===== src/rtl/secuenciador_inicializacion.sv =====
// Power-up initialisation sequencer: walks a fixed address/data table, issuing one
// req/ack write per step to the bus write engine with a fixed idle gap between writes.
module secuenciador_inicializacion #(
    parameter int N_PASOS = 6,
    parameter int ESPERA  = 4,
    parameter int TIMEOUT = 255
) (
    input  logic       clk,
    input  logic       reset,
    input  logic       start,
    input  logic       wr_ack,
    output logic       wr_req,
    output logic [7:0] wr_addr,
    output logic [7:0] wr_data,
    output logic [2:0] paso,
    output logic       ocupado,
    output logic       listo,
    output logic       error
);

    localparam int TW = (TIMEOUT > 1) ? $clog2(TIMEOUT) : 1;
    localparam int EW = (ESPERA > 1) ? $clog2(ESPERA) : 1;

    localparam logic [TW-1:0] T_ZERO = '0;
    localparam logic [TW-1:0] T_ONE  = TW'(1);
    localparam logic [TW-1:0] T_LAST = TW'(TIMEOUT - 1);
    localparam logic [EW-1:0] G_ZERO = '0;
    localparam logic [EW-1:0] G_ONE  = EW'(1);
    localparam logic [EW-1:0] G_LAST = EW'(ESPERA - 1);
    localparam logic [2:0]    P_LAST = 3'(N_PASOS - 1);

    typedef enum logic [2:0] {
        ST_IDLE    = 3'd0,
        ST_ESCRIBE = 3'd1,
        ST_ESPERA  = 3'd2,
        ST_FIN     = 3'd3,
        ST_ERROR   = 3'd4
    } estado_t;

    // Fixed RTC init table; returns {addr, data} for a step index.
    function automatic logic [15:0] tabla(input logic [2:0] idx);
        logic [15:0] val;
        case (idx)
            3'd0:    val = {8'h02, 8'h10};
            3'd1:    val = {8'h02, 8'h00};
            3'd2:    val = {8'h10, 8'hD2};
            3'd3:    val = {8'h00, 8'h00};
            3'd4:    val = {8'h01, 8'h00};
            3'd5:    val = {8'hF1, 8'h00};
            3'd6:    val = {8'h00, 8'h00};
            3'd7:    val = {8'h00, 8'h00};
            default: val = {8'h00, 8'h00};
        endcase
        return val;
    endfunction

    estado_t       estado_r, estado_s;
    logic [2:0]    paso_r, paso_s;
    logic [TW-1:0] tcnt_r, tcnt_s;
    logic [EW-1:0] gcnt_r, gcnt_s;
    logic          listo_r, listo_s;
    logic          error_r, error_s;
    logic          wr_req_r, wr_req_s;
    logic          ocupado_r, ocupado_s;
    logic [7:0]    addr_r, addr_s;
    logic [7:0]    data_r, data_s;

    // Next-state, step index, counters and next registered outputs.
    always_comb begin
        estado_s = estado_r;
        paso_s   = paso_r;
        tcnt_s   = tcnt_r;
        gcnt_s   = gcnt_r;
        listo_s  = listo_r;
        error_s  = error_r;
        case (estado_r)
            ST_IDLE, ST_FIN, ST_ERROR: begin
                if (start) begin
                    estado_s = ST_ESCRIBE;
                    paso_s   = 3'd0;
                    listo_s  = 1'b0;
                    error_s  = 1'b0;
                    tcnt_s   = T_ZERO;
                    gcnt_s   = G_ZERO;
                end else begin
                    estado_s = estado_r;
                end
            end
            ST_ESCRIBE: begin
                // An ack on the expiry edge still counts as a successful write.
                if (wr_ack) begin
                    estado_s = ST_ESPERA;
                    tcnt_s   = T_ZERO;
                    gcnt_s   = G_ZERO;
                end else if (tcnt_r == T_LAST) begin
                    estado_s = ST_ERROR;
                    error_s  = 1'b1;
                    tcnt_s   = T_ZERO;
                end else begin
                    tcnt_s = tcnt_r + T_ONE;
                end
            end
            ST_ESPERA: begin
                if (gcnt_r == G_LAST) begin
                    gcnt_s = G_ZERO;
                    if (paso_r == P_LAST) begin
                        estado_s = ST_FIN;
                        listo_s  = 1'b1;
                    end else begin
                        estado_s = ST_ESCRIBE;
                        paso_s   = paso_r + 3'd1;
                    end
                end else begin
                    gcnt_s = gcnt_r + G_ONE;
                end
            end
            default: begin
                estado_s = ST_IDLE;
                paso_s   = 3'd0;
            end
        endcase
        wr_req_s          = (estado_s == ST_ESCRIBE);
        ocupado_s         = (estado_s == ST_ESCRIBE) || (estado_s == ST_ESPERA);
        {addr_s, data_s}  = tabla(paso_s);
    end

    // State and output registers; outputs come straight from flops.
    always_ff @(posedge clk or negedge reset) begin
        if (!reset) begin
            estado_r  <= ST_IDLE;
            paso_r    <= 3'd0;
            tcnt_r    <= T_ZERO;
            gcnt_r    <= G_ZERO;
            listo_r   <= 1'b0;
            error_r   <= 1'b0;
            wr_req_r  <= 1'b0;
            ocupado_r <= 1'b0;
            addr_r    <= 8'h00;
            data_r    <= 8'h00;
        end else begin
            estado_r  <= estado_s;
            paso_r    <= paso_s;
            tcnt_r    <= tcnt_s;
            gcnt_r    <= gcnt_s;
            listo_r   <= listo_s;
            error_r   <= error_s;
            wr_req_r  <= wr_req_s;
            ocupado_r <= ocupado_s;
            addr_r    <= addr_s;
            data_r    <= data_s;
        end
    end

    assign wr_req  = wr_req_r;
    assign wr_addr = addr_r;
    assign wr_data = data_r;
    assign paso    = paso_r;
    assign ocupado = ocupado_r;
    assign listo   = listo_r;
    assign error   = error_r;

endmodule


===== config.mk =====
export PLATFORM = sky130hd
export DESIGN_NAME = secuenciador_inicializacion
export DESIGN_NICKNAME = d
export VERILOG_FILES = /design/src/rtl/secuenciador_inicializacion.sv
export SDC_FILE = /design/constraint.sdc
export NUM_CORES = 1
export LEC_CHECK = 0
export ABC_AREA = 1
export CORE_ASPECT_RATIO = 0.9
export CORE_MARGIN = 3
export CORE_UTILIZATION = 55
export CTS_BUF_LIST = sky130_fd_sc_hd__clkbuf_4 sky130_fd_sc_hd__clkbuf_8 sky130_fd_sc_hd__clkbuf_16
export DETAILED_ROUTE_END_ITERATION = 10
export PLACE_DENSITY = 0.83
export RECOVER_POWER = 25
export SKIP_CTS_REPAIR_TIMING = 1
export SLEW_MARGIN = 10
export SYNTH_ARGS = -nofsm -noshare
export SYNTH_HDL_FRONTEND = slang
export SYNTH_SLANG_ARGS = --single-unit

===== constraint.sdc =====
create_clock -name clk -period 4.3 [get_ports clk]
set_clock_uncertainty 0.1 [all_clocks]
set_input_delay 0.86 -clock clk [delete_from_list [all_inputs] [get_ports clk]]
set_output_delay 0.86 -clock clk [all_outputs]
set_load 0.02 [all_outputs]

-- After elaboration in Yosys (flattened, before gate mapping)
Memories as Yosys holds them, arrays and structs flattened. A register that Yosys moved wholly into a read port is not among the register bits.
Index checks and enable logic that the tools add are counted.
W data, S select, Z words.
- register bits after elaboration: 36
- bits in read-only memories: 80
- output and inout bits: 23
- memories kept: 1
- memory list (memory ; words ; bits a word ; rd ports ; clocked after Yosys merged registers in ; write ports ; RTL line ; RTL):
    (no name shown) ; 8 ; 10 ; 1 ; 1 ; 0 ; 43 ; case (idx)
- add/subtract/negate cells: 3
- equality and inequality tests: 15
- mux-type cells: 25
- reductions and logical operators: 11
- operators by type and width (kind ; count):
    $mux W8 ; 3
    $mux W3 ; 7
    $pmux W3 S3 ; 2
    $pmux W8 S2 ; 1
    $ne A2 B2 Y1 const B ; 6
    $eq A3 B2 Y1 const B ; 3
    $add A8 B1 Y8 const B ; 1
    $eq A8 B8 Y1 const B ; 1
    $mux W2 ; 4
    $reduce_and A4 Y1 ; 2
    $eq A3 B1 Y1 const B ; 2
    $eq A3 B3 Y1 const B ; 2
    $pmux W2 S3 ; 1
    $mux W1 ; 5
    $pmux W1 S2 ; 2
    $reduce_bool A2 Y1 ; 2
    $add A3 B1 Y3 const B ; 1
    $logic_not A3 Y1 ; 1
    $reduce_and A3 Y1 ; 1
    $reduce_bool A3 Y1 ; 1
    $reduce_or A3 Y1 ; 1
    $add A2 B1 Y2 const B ; 1
    $eq A2 B2 Y1 const B ; 1
    $reduce_and A2 Y1 ; 1
    2 further kinds ; 2

-- Logic depth before layout (Yosys ltp)
Gate-level depths: netlist (run 1).
- depth in word-level cells: 6
- depth in mapped cells: 10

-- Worst setup path before layout (run 1)
No wires, ideal clock.
- kind: register to output
- start point: reg addr_r[6], in the netlist wr_addr[6]
- end point: out wr_addr[6]
- data arrival time: 0.627 ns
- required time: 3.340 ns
- slack: 2.713 ns
- stages on the path, launching flop included: 2
- buffers on the path: 1
- cells stage by stage: dfrtp_1 buf_4
- RTL lines (item ; RTL line ; RTL):
    from (decl) ; 65 ; logic [7:0] addr_r, addr_s;
    to (decl) ; 13 ; output logic [7:0] wr_addr,
No word-level cell between the ends.

-- Worst setup path after layout (run 1)
- start point: reg paso_r[0], in the netlist paso[0]
- end point: out paso[0]
- RTL lines (item ; RTL line ; RTL):
    from (decl) ; 58 ; logic [2:0] paso_r, paso_s;
    from (signal assigned) ; 142 ; paso_r <= paso_s;
    to (decl) ; 15 ; output logic [2:0] paso,
No word-level cell between the ends.

==> results of run 1 <==
## where the power goes
| group | internal, mW | switching (mW) | total [mW] |
|---|---|---|---|
| Combinational | 0.135 | 0.238 | 0.373 |
| Sequential | 0.293 | 0.0454 | 0.339 |
| Clock | 0.0328 | 0.0659 | 0.0987 |
| Total | 0.461 | 0.349 | 0.810 |
## metrics by stage
stage	instances	utilization (%)	setup WS, ps	hold WS [ps]	cell area (µm²)
final	232	66.88	1910	403.2	1693
after detailed placement	229	66.24	1942	381.6	1677
after global placement	229	66.24	2004	360.1	1677
after floorplan	192	-	2713	345.9	1521
after global routing	232	66.88	1843	431.8	1693
after CTS	232	67.13	1892	410.5	1699
## layout make-up
class                   count  area, µm²  share of cell area [%]
inverters                  25      95.09                   5.617
repair buffers             20      193.9                   11.46
well taps                  28      35.03                   2.069
multi-input cells         130      695.7                   41.09
clock buffers               3      22.52                   1.330
flip-flops and latches     26      650.6                   38.43
## synth_stat cells
cell	instances	area (µm²)
o21ai_0	10	50.05
nand3_1	21	105.1
nand3_4	2	35.03
nor2_2	1	6.260
inv_1	22	82.58
conb_1	1	3.750
buf_2	1	5.000
a21boi_1	1	7.510
o31ai_1	1	7.510
nand2_4	3	33.78
buf_4	10	75.07
nor2_4	2	22.52
ha_1	5	62.56
clkinv_2	1	5.000
nand3_2	2	20.02
nor2_1	17	63.81
nand4_1	3	18.77
dfrtp_1	26	650.6
a22o_1	1	8.760
inv_2	2	7.510
a21oi_1	2	10.01
nand2_2	3	18.77
nand2_1	47	176.4
xor2_1	3	26.28
## state kept, by name (all words and copies together), names as in the netlist
register and cells:
error 1, tcnt_r 8, listo 1, paso 3, ocupado 1, estado_r 3, wr_data 2, wr_req 1
gcnt_r 2, wr_addr 4
## worst paths after layout
kind | slack (ps) | cells past startpoint | end
worst max register to register | 2620 | 10 | wr_addr[4]$_DFF_PN0_
max in group asynchronous | 2580 | 1 | wr_data[7]$_DFF_PN0_
worst min register to register | 400 | 2 | gcnt_r[1]$_DFFE_PN0P_
worst min-delay path | 400 | 2 | gcnt_r[1]$_DFFE_PN0P_
min in group asynchronous | 730 | 1 | tcnt_r[4]$_DFFE_PN0P_
worst max-delay path | 1910 | 1 | paso[0]
## placed cells by master (no fill, tap or decap), drive strengths merged
cell type,n
xor2,3
nand4,3
o31ai,1
a21oi,2
clkdlybuf4s50,19
clkbuf,4
dfrtp,26
nor2,20
a21boi,1
ha,5
o21ai,10
nand3,25
a22o,1
clkinv,1
nand2,53
conb,6
inv,24
## worst register-to-register path, delay by kind of cell, from the launching register on
family                   cells  cell delay (ps)
AND/OR/NAND/NOR              8              790
flip-flops                   1              460
adder cells (fa/ha/maj)      1              170
buffers and inverters        1              100
## cells by family after synthesis
family                     count (synthesis)
buffers and inverters                     36
DFF                                       26
xor gates and xnor gates                   3
AOI/OAI and AO/OA                         15
adders and majority gates                  5
and+or+nand+nor                          101
other                                      1
## per-layer routing
metal / up-vias / GRT usage, %
met3: 2 / 4.408
met5: - / 0
met1: 568 / 22.09
li1: 611 / -
met4: 0 / 2.167
met2: 24 / 34.59
==> flow_summary.toml, run 1 <==
[status]
status = "finished, final reports clean"

[timing]
period_needed_ps = 2390
hold_violations = 0
maxSlewViolCount = 0
worstMarginPinSlew_ps = 1368
finalCritPeriodShare_pct = 55.58
setup_viol = 0
slew-limit-headroom_pct = 8.782
final.setup.tns_ps = 0
rsz0062_at_grt = "no"
fmax_mhz = 418.4

[routing]
drt-wirelength-per-cell_um = 12.90
drc_errors = 0
ant_nets = 0
routed_wirelength_um = 2993
drt-initial-drc-count = 76
wl_met1_um = 1232
via_count = 1205
drt_pass1_iterations = 4
avgViaCountPerCell = 5.194
routed.top_layer = "met4"
route.met3.wl_um = 89
met2_wirelength_um = 1656

[synthesis]
ys_types = 24
avgSynthCellArea_um2 = 8.036
synth_seq_cells = 26
synth_warnings = 0
yosys.area_share.simple_pct = 33.31
synth_seq_area_share_pct = 43.30
synthAdderAreaFrac_pct = 4.163
synth_top_family_by_area = "simple AND/OR/NAND/NOR gates"
synth-compound-area-share_pct = 5.579
syn_inst = 187
synth_xor_area_share_pct = 1.749
synthMuxAreaShare_pct = 0
syn_area_um2 = 1503

[cts]
cts_root_buffer = "clkbuf_4"
htree_levels = 1
clkLatencyLatePin_ps = 310
cts_buffer_depth = 2
tritoncts = "built"
numClockSinks = 26
cts_buffers = 3
clk_pin_slew_ps = 130

[placed_design]
gp_congestion = 0.9164
dp_hpwl_um = 2410
io_buffers = 20

[setup_path]
cp_slowest_stage_delay_ps = 650
crit_family = "buffers and inverters"
path_buf_inv = 1
timing.critical_path.slowest_stage_cell = "clkdlybuf4s50_1"
critPathRequiredTime_ps = 3340
crit_chain = "clkdlybuf4s50_1"
start_kind = "flop"
r2r-start = "paso[1]$_DFF_PN0_"
crit_start = "paso[0]$_DFF_PN0_"
crit_arrival_ps = 1430
end_kind = "output port"
crit_path_max_fanout = 6
crit_type = "flop to output port"

[worst_hold_path]
min_path_type = "flop to flop"
min_from = "gcnt_r[1]$_DFFE_PN0P_"

[floorplanning]
die_w_um = 61.10
rows = 17
core-area_um2 = 2531
io_pins = 27
die-height_um = 55.59
fp.dieArea_um2 = 3396
initial_utilization_pct = 59.37

[finish]
drive_above_1_share_pct = 9.314
antennaDiodeCount = 0
area_delta_synth_final_pct = 12.66
fillers = 219
fin_nets = 215

[grt]
grt_max_degree = 27
overflow = 0
grt_pass1_wl_um = 4974
grt_pass1_vias = 1170
track_usage_pct = 18.81
antenna_found_initial = 0

[job]
max_cap_violations = 0

[power]
leakagePower_nw = 0.8680
ir_drop_mv = 0.2769
power_density_nw_per_um2 = 478.5
power.total_uw = 810.1
No activity file was read; power rests on OpenSTA's default activity.
==> run 2: changes to the inputs <==
--- a/config.mk
+++ b/config.mk
@@ -8,10 +8,10 @@
 export ABC_AREA = 1
 export CORE_ASPECT_RATIO = 0.9
 export CORE_MARGIN = 3
-export CORE_UTILIZATION = 55
+export CORE_UTILIZATION = 47
 export CTS_BUF_LIST = sky130_fd_sc_hd__clkbuf_4 sky130_fd_sc_hd__clkbuf_8 sky130_fd_sc_hd__clkbuf_16
 export DETAILED_ROUTE_END_ITERATION = 10
-export PLACE_DENSITY = 0.83
+export PLACE_DENSITY = 0.75
 export RECOVER_POWER = 25
 export SKIP_CTS_REPAIR_TIMING = 1
 export SLEW_MARGIN = 10
==> constraint.sdc (replaced) <==
create_clock -name clk -period 2.19 [get_ports clk]
set_clock_uncertainty 0.1 [all_clocks]
set_input_delay 0.438 -clock clk [delete_from_list [all_inputs] [get_ports clk]]
set_output_delay 0.438 -clock clk [all_outputs]
set_load 0.02 [all_outputs]
==> run 2 against run 1 <==
Die area increased by 15%; core utilization fell by 7.3 points; highest routed layer unchanged; largest power group unchanged; setup slack got worse by 1700 ps.
==> flow_summary.toml, run 2 (same netlist as run 1, synthesis figures left out) <==
[finish]
fillers = 255
final_common_cell = "nand2_1"
area_delta_synth_final_pct = 15.24
final_core_util_pct = 59.60
largest_reg_flops = 8
final_cell_area_um2 = 1732
antennaDiodeCount = 0
final_cell_mix = "47 x nand2_1, 26 x dfrtp_1, 22 x inv_1"
top_register = "tcnt_r"
drive_above_1_share_pct = 9.709
fin_nets = 216

[timing]
hold_violations = 0
finalCritPeriodShare_pct = 89.26
setup_viol = 0
fmax_mhz = 511.6
worstMarginPinSlew_ps = 1348
slew-limit-headroom_pct = 10.13
period_needed_ps = 1955
rsz0062_at_grt = "no"
final.setup.tns_ps = 0
worst_slack_ps = 235.2
maxSlewViolCount = 0

[placed_design]
placed_cell_area_um2 = 1699
gp_congestion = 0.8131
io_buffers = 20
dp_hpwl_um = 2295
pre_cts_ws_ps = 405.5

[routing]
ant_nets = 0
drt-initial-drc-count = 90
via_count = 1239
wl_met1_um = 1321
drc_errors = 0
routed_wirelength_um = 2947
drt-wirelength-per-cell_um = 11.98
routed.top_layer = "met4"
route.met3.wl_um = 204
drt_pass1_iterations = 4
met2_wirelength_um = 1388
avgViaCountPerCell = 5.037

[cts]
clkLatencyLatePin_ps = 330
tritoncts = "built"
numClockSinks = 26
htree_levels = 1
cts_root_buffer = "clkbuf_4"
clk_pin_slew_ps = 150
cts_buffer_depth = 2
cts_buffers = 3

[grt]
grt_max_degree = 27
overflow = 0
track_usage_pct = 17.44
antenna_found_initial = 0
grt_pass1_wl_um = 5154
grt_pass1_vias = 1149

[setup_path]
timing.critical_path.slowest_stage_cell = "clkdlybuf4s50_1"
crit_arrival_ps = 1420
crit_start = "paso[2]$_DFF_PN0_"
end_kind = "output port"
crit_path_max_fanout = 6
critPathRequiredTime_ps = 1650
cp_slowest_stage_delay_ps = 660
r2r-start = "paso[1]$_DFF_PN0_"
start_kind = "flop"
crit_type = "flop to output port"
crit_family = "buffers and inverters"
path_buf_inv = 1
crit_chain = "clkdlybuf4s50_1"

[floorplanning]
die_w_um = 65.60
fp.dieArea_um2 = 3912
rows = 18
io_pins = 27
core-area_um2 = 2905
initial_utilization_pct = 51.72
die-height_um = 59.64

[power]
power_density_nw_per_um2 = 946.1
leakagePower_nw = 0.8794
power.total_mw = 1.638
ir_drop_mv = 0.4538

[job]
max_cap_violations = 0

[status]
status = "finished, final reports clean"

[worst_hold_path]
min_path_type = "flop to flop"
min_from = "gcnt_r[1]$_DFFE_PN0P_"
-- run 2: cell types whose count changed in the layout (fill, tap and decap cells not counted), sizes merged --
| cell | delta |
|---|---|
| dlygate4sd3 | +1 |
| clkbuf | +1 |
-- run 2: routing by layer --
metal / track usage (%) / up-vias
met5: 0 / -
met4: 5.325 / 0
met3: 4.744 / 5
met2: 29.15 / 42
met1: 22.16 / 578
li1: - / 614
-- run 2: cell type report --
cell class	instances	area, µm²	share of cell area [%]
multi-input combinational	130	695.7	40.17
sequential	26	650.6	37.57
timing repair buffer	21	203.9	11.78
inverter	25	95.09	5.491
tap	40	50.05	2.890
clock buffer	4	36.28	2.095
-- run 2: worst paths after layout --
check / cells past startpoint / to / slack [ps]
worst max-delay path: 1 / paso[2] / 240
worst min-delay path: 2 / gcnt_r[1]$_DFFE_PN0P_ / 400
worst max register to register: 10 / wr_addr[4]$_DFF_PN0_ / 550
worst min register to register: 2 / gcnt_r[1]$_DFFE_PN0P_ / 400
max in group asynchronous: 2 / wr_addr[6]$_DFF_PN0_ / 370
min in group asynchronous: 2 / ocupado$_DFF_PN0_ / 810
-- run 2: power by group --
part,total [mW],internal (mW),switching (mW)
logic,0.732,0.266,0.466
clock network,0.243,0.102,0.141
registers,0.663,0.576,0.0869
total,1.64,0.943,0.695
-- run 2: through the flow --
step	instances	hold slack, ps
3_5_place_dp	242	368.6
5_1_grt	246	430.9
6_report	246	397.8
2_1_floorplan	192	42.41
4_1_cts	246	362.6
3_3_place_gp	242	360.0
==> run 3: changes to the inputs <==
--- a/config.mk
+++ b/config.mk
@@ -8,12 +8,11 @@
 export ABC_AREA = 1
 export CORE_ASPECT_RATIO = 0.9
 export CORE_MARGIN = 3
-export CORE_UTILIZATION = 47
+export CORE_UTILIZATION = 40
 export CTS_BUF_LIST = sky130_fd_sc_hd__clkbuf_4 sky130_fd_sc_hd__clkbuf_8 sky130_fd_sc_hd__clkbuf_16
 export DETAILED_ROUTE_END_ITERATION = 10
-export PLACE_DENSITY = 0.75
+export PLACE_DENSITY = 0.66
 export RECOVER_POWER = 25
-export SKIP_CTS_REPAIR_TIMING = 1
 export SLEW_MARGIN = 10
 export SYNTH_ARGS = -nofsm -noshare
 export SYNTH_HDL_FRONTEND = slang
==> run 3 against run 2 <==
Clock-buffer cell count unchanged; total power is 4.4% higher; sequential power hardly changed; highest routed layer unchanged.
==> flow_summary.toml, run 3 (same netlist as run 1, synthesis figures left out) <==
[worst_hold_path]
min_path_type = "flop to flop"
hold_depth = 2
min_from = "gcnt_r[1]$_DFFE_PN0P_"
holdPathEnd = "gcnt_r[1]$_DFFE_PN0P_"

[job]
max_cap_violations = 0

[floorplanning]
core-area_um2 = 3478
io_pins = 27
die_w_um = 70.61
rows = 20
fp.dieArea_um2 = 4529
die-height_um = 64.15
initial_utilization_pct = 43.20

[grt]
grt_pass1_vias = 1152
antenna_found_initial = 0
use_met2_pct = 21.03
use_met1_pct = 20.22
grtUsageMet3_pct = 5.346
grt_max_degree = 27
track_usage_pct = 14.12
grt_busiest_layer = "met2"
overflow = 0
grt_pass1_wl_um = 5154

[routing]
drc_errors = 0
drt-wirelength-per-cell_um = 11.96
ant_nets = 0
avgViaCountPerCell = 4.700
routed_wirelength_um = 2991
via_count = 1175
drt-initial-drc-count = 62
drt_pass1_iterations = 4

[setup_path]
timing.critical_path.slowest_stage_cell = "clkdlybuf4s50_1"
start_kind = "flop"
end_kind = "output port"
crit_arrival_ps = 1350
reg2reg_to = "wr_addr[4]$_DFF_PN0_"
rr_worst_depth = 10
r2r-start = "paso[1]$_DFF_PN0_"
rrSetupSlack_ps = 560
path_buf_inv = 1
path_depth = 1
crit_family = "buffers and inverters"
critPathRequiredTime_ps = 1650
crit_path_max_fanout = 5
cp_slowest_stage_delay_ps = 640
crit_type = "flop to output port"
crit_chain = "clkdlybuf4s50_1"

[finish]
drive_above_1_share_pct = 10.19
final_common_cell = "nand2_1"
top_register = "tcnt_r"
fin_nets = 216
final_core_util_pct = 50.50
final_cell_mix = "47 x nand2_1, 26 x dfrtp_1, 22 x inv_1"
stdcell_count = 250
antennaDiodeCount = 0
largest_reg_flops = 8
area_delta_synth_final_pct = 16.90

[cts]
clk_pin_slew_ps = 100
clkLatencyLatePin_ps = 280
htree_levels = 1
cts_buffers = 3
cts_resized = 0
cts_root_buffer = "clkbuf_8"
cts_hold_buf = 0
post_cts_buffers = 0
tritoncts = "built"
numClockSinks = 26
cts_buffer_depth = 2

[timing]
slew-limit-headroom_pct = 54.95
period_needed_ps = 1888
fmax_mhz = 529.6
final.setup.tns_ps = 0
maxSlewViolCount = 0
setup_viol = 0
finalCritPeriodShare_pct = 86.23
hold_violations = 0
worstMarginPinSlew_ps = 675.7
rsz0062_at_grt = "no"

[placed_design]
dp_hpwl_um = 2231
gp_congestion = 0.8311
io_buffers = 20
dpl.cell_count = 246

[power]
ir_drop_mv = 0.4848
leakagePower_nw = 0.8901
power_density_nw_per_um2 = 973.6

[status]
status = "finished, final reports clean"
==> run 3: worst max path at each step <==
stage                           start                    to  slack (ps)
floorplan           paso[1]$_DFF_PN0_  wr_addr[4]$_DFF_PN0_         660
CTS                 paso[1]$_DFF_PN0_               paso[1]         290
finish              paso[1]$_DFF_PN0_               paso[1]         300
global route        paso[1]$_DFF_PN0_               paso[1]         240
detailed placement              start  wr_addr[4]$_DFF_PN0_         400
global placement                start     ocupado$_DFF_PN0_         430
==> run 3: where the power goes <==
group | switching [mW] | leakage (nW) | internal, mW
Sequential | 0.0898 | 0.343 | 0.577
Combinational | 0.465 | 0.518 | 0.267
Clock | 0.151 | 0.0288 | 0.161
==> run 3: metal layers <==
metal / vias to the layer above / wire length, µm
met2: 24 / 1228
met1: 534 / 1574
li1: 615 / -
met4: 0 / 7
met5: - / 0
met3: 2 / 181
==> run 3: area by class of cell <==
type	count	area (µm²)
Fill cell	365	1722
Multi-Input combinational cell	130	695.7
Sequential cell	26	650.6
Timing Repair Buffer	21	205.2
Inverter	25	95.09
Clock buffer	4	55.05
Tap cell	44	55.05
==> run 3: through the flow <==
stage	hold WS [ps]	power, mW	cell area (µm²)	setup WS, ps
after global routing	418.5	1.842	1757	237.7
after CTS	390.9	1.728	1759	290.0
after detailed placement	367.8	1.409	1704	401.1
after global placement	357.6	1.399	1704	427.6
final	388.7	1.710	1757	301.6
after floorplan	42.41	1.184	1521	663.8
